File: src/rtl/io_uart_tx.sv
// Memory-mapped 8N1 UART transmitter on the IO data-bus path: 8-entry byte FIFO,
// programmable bit divisor, one-cycle registered reads and a FIFO-drained interrupt.
module io_uart_tx #(
    parameter int          ADDR_W          = 14,
    parameter int          FIFO_DEPTH_LOG2 = 3,
    parameter logic [15:0] DIV_RESET       = 16'd434
) (
    input  logic              CLK,
    input  logic              RESET,
    input  logic              IO_REQ,
    input  logic              IO_WE,
    input  logic              IO_RE,
    input  logic              DBE,
    input  logic [ADDR_W-1:0] IO_ADDR,
    input  logic [31:0]       IO_WD,
    output logic [31:0]       IO_RD,
    output logic              TXD,
    output logic              IRQ
);

    localparam int DEPTH = 1 << FIFO_DEPTH_LOG2;
    localparam int CW    = FIFO_DEPTH_LOG2 + 1;
    localparam logic [CW-1:0]              CNT_ONE  = {{(CW-1){1'b0}}, 1'b1};
    localparam logic [CW-1:0]              CNT_FULL = CW'(DEPTH);
    localparam logic [FIFO_DEPTH_LOG2-1:0] PTR_ONE  = {{(FIFO_DEPTH_LOG2-1){1'b0}}, 1'b1};

    typedef enum logic [1:0] {
        ST_IDLE  = 2'd0,
        ST_START = 2'd1,
        ST_DATA  = 2'd2,
        ST_STOP  = 2'd3
    } state_t;

    state_t                     state_r, state_nx_s;
    logic [7:0]                 fifo_mem_r [DEPTH];
    logic [FIFO_DEPTH_LOG2-1:0] wr_ptr_r, rd_ptr_r;
    logic [CW-1:0]              count_r;
    logic [15:0]                divisor_r, div_eff_s, div_q_r, div_q_nx_s;
    logic [15:0]                timer_r, timer_nx_s;
    logic [7:0]                 shift_r, shift_nx_s;
    logic [2:0]                 bit_idx_r, bit_idx_nx_s;
    logic                       irq_en_r, overrun_r, txd_r, txd_nx_s;
    logic [31:0]                io_rd_r, rd_data_s, status_s;
    logic                       wr_en_s, rd_en_s, push_req_s, push_ok_s, pop_s;
    logic                       full_s, empty_s, busy_s, bit_end_s;
    logic                       unused_ok_s;

    assign wr_en_s    = IO_REQ & IO_WE & ~DBE;
    assign rd_en_s    = IO_REQ & IO_RE & ~DBE;
    assign push_req_s = wr_en_s & (IO_ADDR[1:0] == 2'd0);
    assign full_s     = (count_r == CNT_FULL);
    assign empty_s    = (count_r == {CW{1'b0}});
    assign busy_s     = (state_r != ST_IDLE);
    assign bit_end_s  = (timer_r == 16'd0);
    assign div_eff_s  = (divisor_r == 16'd0) ? 16'd1 : divisor_r;
    // A push into a full FIFO is still accepted when a pop frees the slot on the same edge.
    assign push_ok_s  = push_req_s & (~full_s | pop_s);
    assign unused_ok_s = ^{IO_ADDR[ADDR_W-1:2], IO_WD[31:16]};

    assign IO_RD = io_rd_r;
    assign TXD   = txd_r;
    assign IRQ   = irq_en_r & empty_s & ~busy_s;

    // Transmit FSM and bit-timing datapath registers.
    always_ff @(posedge CLK or negedge RESET) begin
        if (!RESET) begin
            state_r   <= ST_IDLE;
            timer_r   <= 16'd0;
            div_q_r   <= 16'd1;
            shift_r   <= 8'd0;
            bit_idx_r <= 3'd0;
            txd_r     <= 1'b1;
        end else begin
            state_r   <= state_nx_s;
            timer_r   <= timer_nx_s;
            div_q_r   <= div_q_nx_s;
            shift_r   <= shift_nx_s;
            bit_idx_r <= bit_idx_nx_s;
            txd_r     <= txd_nx_s;
        end
    end

    // Next state, pop decision and next bit-timer/shift values.
    always_comb begin
        state_nx_s   = state_r;
        pop_s        = 1'b0;
        timer_nx_s   = timer_r;
        div_q_nx_s   = div_q_r;
        shift_nx_s   = shift_r;
        bit_idx_nx_s = bit_idx_r;
        case (state_r)
            ST_IDLE: begin
                if (!empty_s) begin
                    state_nx_s = ST_START;
                    pop_s      = 1'b1;
                end else begin
                    state_nx_s = ST_IDLE;
                end
            end
            ST_START: begin
                if (bit_end_s) state_nx_s = ST_DATA;
                else           state_nx_s = ST_START;
            end
            ST_DATA: begin
                if (bit_end_s && (bit_idx_r == 3'd7)) state_nx_s = ST_STOP;
                else                                  state_nx_s = ST_DATA;
            end
            ST_STOP: begin
                if (bit_end_s && !empty_s) begin
                    state_nx_s = ST_START;
                    pop_s      = 1'b1;
                end else if (bit_end_s) begin
                    state_nx_s = ST_IDLE;
                end else begin
                    state_nx_s = ST_STOP;
                end
            end
            default: state_nx_s = ST_IDLE;
        endcase
        // A new frame latches the divisor, so DIVISOR writes never disturb a frame in flight.
        if (pop_s) begin
            shift_nx_s   = fifo_mem_r[rd_ptr_r];
            div_q_nx_s   = div_eff_s;
            timer_nx_s   = div_eff_s - 16'd1;
            bit_idx_nx_s = 3'd0;
        end else if (busy_s && bit_end_s) begin
            timer_nx_s = div_q_r - 16'd1;
            if (state_r == ST_DATA) begin
                shift_nx_s   = {1'b0, shift_r[7:1]};
                bit_idx_nx_s = bit_idx_r + 3'd1;
            end else begin
                shift_nx_s   = shift_r;
                bit_idx_nx_s = bit_idx_r;
            end
        end else if (busy_s) begin
            timer_nx_s = timer_r - 16'd1;
        end else begin
            timer_nx_s = timer_r;
        end
    end

    // Serial line level for the state being entered.
    always_comb begin
        txd_nx_s = 1'b1;
        case (state_nx_s)
            ST_START: txd_nx_s = 1'b0;
            ST_DATA:  txd_nx_s = shift_nx_s[0];
            default:  txd_nx_s = 1'b1;
        endcase
    end

    // FIFO storage; stale contents are harmless since pointers gate them.
    always_ff @(posedge CLK) begin
        if (push_ok_s) begin
            fifo_mem_r[wr_ptr_r] <= IO_WD[7:0];
        end else begin
            fifo_mem_r[wr_ptr_r] <= fifo_mem_r[wr_ptr_r];
        end
    end

    // FIFO pointers and occupancy count.
    always_ff @(posedge CLK or negedge RESET) begin
        if (!RESET) begin
            wr_ptr_r <= {FIFO_DEPTH_LOG2{1'b0}};
            rd_ptr_r <= {FIFO_DEPTH_LOG2{1'b0}};
            count_r  <= {CW{1'b0}};
        end else begin
            if (push_ok_s) wr_ptr_r <= wr_ptr_r + PTR_ONE;
            if (pop_s)     rd_ptr_r <= rd_ptr_r + PTR_ONE;
            case ({push_ok_s, pop_s})
                2'b10:   count_r <= count_r + CNT_ONE;
                2'b01:   count_r <= count_r - CNT_ONE;
                default: count_r <= count_r;
            endcase
        end
    end

    // Read mux: status assembled from pre-edge state.
    always_comb begin
        status_s             = 32'd0;
        status_s[0]          = full_s;
        status_s[1]          = empty_s;
        status_s[2]          = busy_s;
        status_s[3]          = overrun_r;
        status_s[4 +: CW]    = count_r;
        case (IO_ADDR[1:0])
            2'd0:    rd_data_s = 32'd0;
            2'd1:    rd_data_s = status_s;
            2'd2:    rd_data_s = {16'd0, divisor_r};
            2'd3:    rd_data_s = {31'd0, irq_en_r};
            default: rd_data_s = 32'd0;
        endcase
    end

    // Bus-visible registers, read data and sticky overrun.
    always_ff @(posedge CLK or negedge RESET) begin
        if (!RESET) begin
            divisor_r <= DIV_RESET;
            irq_en_r  <= 1'b0;
            overrun_r <= 1'b0;
            io_rd_r   <= 32'd0;
        end else begin
            if (wr_en_s && (IO_ADDR[1:0] == 2'd2)) divisor_r <= IO_WD[15:0];
            if (wr_en_s && (IO_ADDR[1:0] == 2'd3)) irq_en_r  <= IO_WD[0];
            if (rd_en_s) io_rd_r <= rd_data_s;
            // A dropped push wins over a simultaneous clear-on-read so the loss is never hidden.
            if (push_req_s && !push_ok_s) begin
                overrun_r <= 1'b1;
            end else if (rd_en_s && (IO_ADDR[1:0] == 2'd1)) begin
                overrun_r <= 1'b0;
            end else begin
                overrun_r <= overrun_r;
            end
        end
    end

endmodule

File: config.mk
export PLATFORM = sky130hd
export DESIGN_NAME = io_uart_tx
export DESIGN_NICKNAME = d
export VERILOG_FILES = /design/src/rtl/io_uart_tx.sv
export SDC_FILE = /design/constraint.sdc
export NUM_CORES = 1
export LEC_CHECK = 0
export ABC_AREA = 1
export CORE_MARGIN = 5
export CORE_UTILIZATION = 30
export DETAILED_ROUTE_END_ITERATION = 7
export SETUP_SLACK_MARGIN = 0.2
export SLEW_MARGIN = 30
export SYNTH_ARGS = -nofsm -noshare
export SYNTH_HDL_FRONTEND = slang
export SYNTH_SLANG_ARGS = --single-unit
File: constraint.sdc
create_clock -name CLK -period 2.4 [get_ports CLK]
set_input_delay 0.36 -clock CLK [delete_from_list [all_inputs] [get_ports CLK]]
set_output_delay 0.36 -clock CLK [all_outputs]
set_load 0.02 [all_outputs]
==> summary.md <==
| Metric | Value |
|---|---|
| First-pass GRT wire length | `28,600 µm` |
| Die Ht | `167 µm` |
| Final net count | `977` |
| Clk_skew | `0.00687 ns` |
| Sequential standard cell area | `4180 µm²` |
| Share of layout cells above drive strength 1 | `0.245` |
| Reg clk slew, reported paths | `0.07 ns` |
| Setup_tns | `0 ns` |
| Fmax | `0.431 GHz` |
| LEAKAGE | `0.00411 µW` |
| Min Hold Slack | `0.422 ns` |
| Total grt overflow | `0` |
| Depth of the CTS H-tree | `4` |
| Worst Hold Class | `primary input to asynchronous set/reset pin` |
| Final worst-path cycle share | `0.966` |
| Rel. slew slack | `0.651` |
| Most used DFF post-synth | `dfrtp_1` |
| Antenna violations before repair | `0` |
| Syn Std Cell Area | `7370 µm²` |
| Sequential share of power | `0.441` |
| Drt via density | `4.59` |
| RSZ-0062 raised after global routing | `true` |
| Initial cell density of the core | `0.304` |
| CP Class | `register to register` |
| Final setup viols | `0` |
| Startpoint Class | `register` |
| Internal | `5110 µW` |
| Peak supply drop | `523 µV` |
| Switching power | `2340 µW` |
| Cells after Synth | `793` |
| Largest net degree at the start of global routing | `59` |
| Area fraction of the dominant cell type after synthesis | `0.282` |
| Switch share | `0.314` |
| Status | `finished clean` |
| Share of power burned in combinational logic | `0.227` |
| R2R depth | `13` |
| Non-Filler Instances | `1,249` |
| CTS Buffer Depth | `2` |
| Post-synth EDFFs | `64` |
| Worst Path Arrival | `2.46 ns` |
| FF-to-FF Start | `timer_r[15]` |
| Commonest cells after routing, fill and taps aside | `nand2_1 (190), dfrtp_1 (83), nor2_1 (79)` |
| Reg2reg end | `fifo_mem_r[2][3]` |
| Clock tree from TritonCTS | `built` |
| PD cells | `768 nW/µm²` |
| Clk sinks | `154` |
| I/O pins | `86` |
| Commonest non-fill, non-tap cell in the layout | `nand2_1` |
| Clock power share | `0.333` |
| Vias | `5,727` |
| Slew Viols, Final | `0` |
| Detail Placement HPWL | `12,400 µm` |
| Vias in the first global route | `5,472` |
| Reg2reg setup slack | `0.08 ns` |
| Hold Fails Final Rpt | `0` |
| Max-Cap Viols | `0` |
| Sequential area share after synthesis | `0.568` |
| Drt initial violations | `334` |
| First-pass iteration count of the detailed router | `4` |
| Final RePlAce weighted congestion | `0.809` |
| Multi-input gate area | `3150 µm²` |
| Yosys cell types | `40` |
| ANT cells | `0` |
| Drt total wl | `17,600 µm` |
| Core Area | `24,200 µm²` |
| Placed Cells | `1,197` |
| Mean post-synth cell area | `9.29 µm²` |
| Site Rows | `57` |
| Worst skew pair latency | `0.42 ns` |
| Synth warn | `0` |
| CP Max Fanout | `8` |
| Asr flop ratio synth | `0.584` |
| Fillcell total | `2,392` |
| Min Tclk post-route | `2.32 ns` |
| Drt drc | `0` |
| DIE AREA | `27,800 µm²` |
| Die width | `167 µm` |
| Clock buffer count from CTS | `17` |
| Worst Tran Pin Value | `0.523 ns` |
| Root Buffer | `clkbuf_16` |
| Final ANT Viol Nets | `0` |
| FF+latch count, synth | `154` |
| GRT Total Usage | `0.128` |
| Routed WL per cell | `14.1 µm` |
| Util after Layout | `0.400` |
| CP required | `2.54 ns` |
| Area leader, netlist | `dfrtp_1` |
| Area contributors post-synth | `dfrtp_1 (28%), edfxtp_1 (26%), nand2_1 (11%)` |
| Port Buffers | `41` |
| Layout Area Growth over Synthesis | `31.7%` |
| Crit path capture type | `register` |
==> critical path: stages, from the launching register on <==
cell     delay [ns]
dfrtp_1        0.39
nor2_2         0.15
nand2_2        0.08
nor2_4         0.14
nand3_2        0.10
nand2_4        0.10
nand2_8        0.07
inv_8          0.07
o21ai_4        0.06
buf_4          0.14
buf_6          0.12
or2_4          0.28
nor3_2         0.14
buf_6          0.17
==> metal layers <==
layer,vias up,track usage,wire [µm]
met5,-,0,0
met2,98,0.209,8700
met4,0,0.0377,260
met3,18,0.0273,628
li1,2858,-,-
met1,2753,0.172,8040
==> logic make-up after synthesis <==
family,synth area share
XOR/XNOR,0.00951
multiplexers,0.0199
AO/OA/AOI/OAI,0.0863
buffers and inverters,0.0654
AND/OR/NAND/NOR,0.228
other,0.000509
flip-flops,0.568
adder cells (fa/ha/maj),0.0231
==> layout make-up <==
cell class / instances / share of cell area
sequential: 154 / 0.431
multi-input combinational: 546 / 0.325
timing repair buffer: 129 / 0.120
clock buffer: 18 / 0.0442
tap: 324 / 0.0418
inverter: 64 / 0.0263
clock inverter: 14 / 0.0116
==> flip-flops by register name, summed over array words and instances, names as in the netlist, 2 cells and up <==
register    flops
wr_ptr_r        3
bit_idx_r       3
divisor_r      16
div_q_r        16
count_r         4
fifo_mem_r     64
IO_RD          16
rd_ptr_r        3
timer_r        16
state_r         2
shift_r         8
==> per-stage QoR <==
step / area [µm²] / setup slack, ns / power (µW)
finish: 9700 / 0.0812 / 7450
global route: 9700 / -0.115 / 7860
CTS: 9320 / 0.106 / 7270
detailed placement: 8590 / -0.149 / 4700
global placement: 8590 / -0.178 / 4680
floorplan: 7480 / 0.0558 / 4090
==> how the worst max path moves through the flow <==
stage | startpoint | endpoint | depth (start not counted)
6_report | timer_r[15] | fifo_mem_r[2][3] | 13
5_1_grt | timer_r[15] | count_r[3] | 17
4_1_cts | timer_r[14] | timer_r[14] | 18
3_5_place_dp | IO_REQ | count_r[3] | 14
3_3_place_gp | IO_REQ | count_r[3] | 14
2_1_floorplan | timer_r[11] | fifo_mem_r[3][0] | 11
==> cells in the mapped netlist (2+ instances only) <==
| cell | number |
|---|---|
| o21a_1 | 2 |
| mux2_2 | 13 |
| dfrtp_1 | 83 |
| edfxtp_1 | 64 |
| o32ai_1 | 14 |
| buf_1 | 2 |
| nand4_1 | 13 |
| clkbuf_1 | 18 |
| buf_4 | 16 |
| nor3_1 | 7 |
| a21oi_1 | 10 |
| o31ai_1 | 2 |
| dfstp_2 | 7 |
| o21ai_1 | 5 |
| nand2_1 | 210 |
| buf_2 | 7 |
| xnor2_1 | 2 |
| o211ai_1 | 13 |
| a31oi_1 | 3 |
| xor2_1 | 6 |
| nand2_4 | 2 |
| a32o_1 | 3 |
| o21bai_1 | 4 |
| nand3_1 | 47 |
| nor2_4 | 5 |
| nor2_2 | 5 |
| inv_1 | 62 |
| nand2_2 | 8 |
| ha_1 | 12 |
| nor2_1 | 96 |
| o21ai_0 | 43 |
==> power by group through the flow <==
stage	registers [µW]	clock network (µW)	logic, µW
after floorplan	3310	0	782
after global placement	3280	0	1400
after detailed placement	3290	0	1410
after CTS	3250	2530	1490
after global routing	3320	2650	1890
final	3280	2480	1690
==> what timing repair did <==
action,4_1_cts,5_1_grt
hold buffers,1,0
setup endpoints to repair,75,90
pin swaps,13,27
gates resized for setup,33,80
buffers inserted,8,11
endpoints found under the hold margin,30,0
No activity file was read; power rests on OpenSTA's default activity.
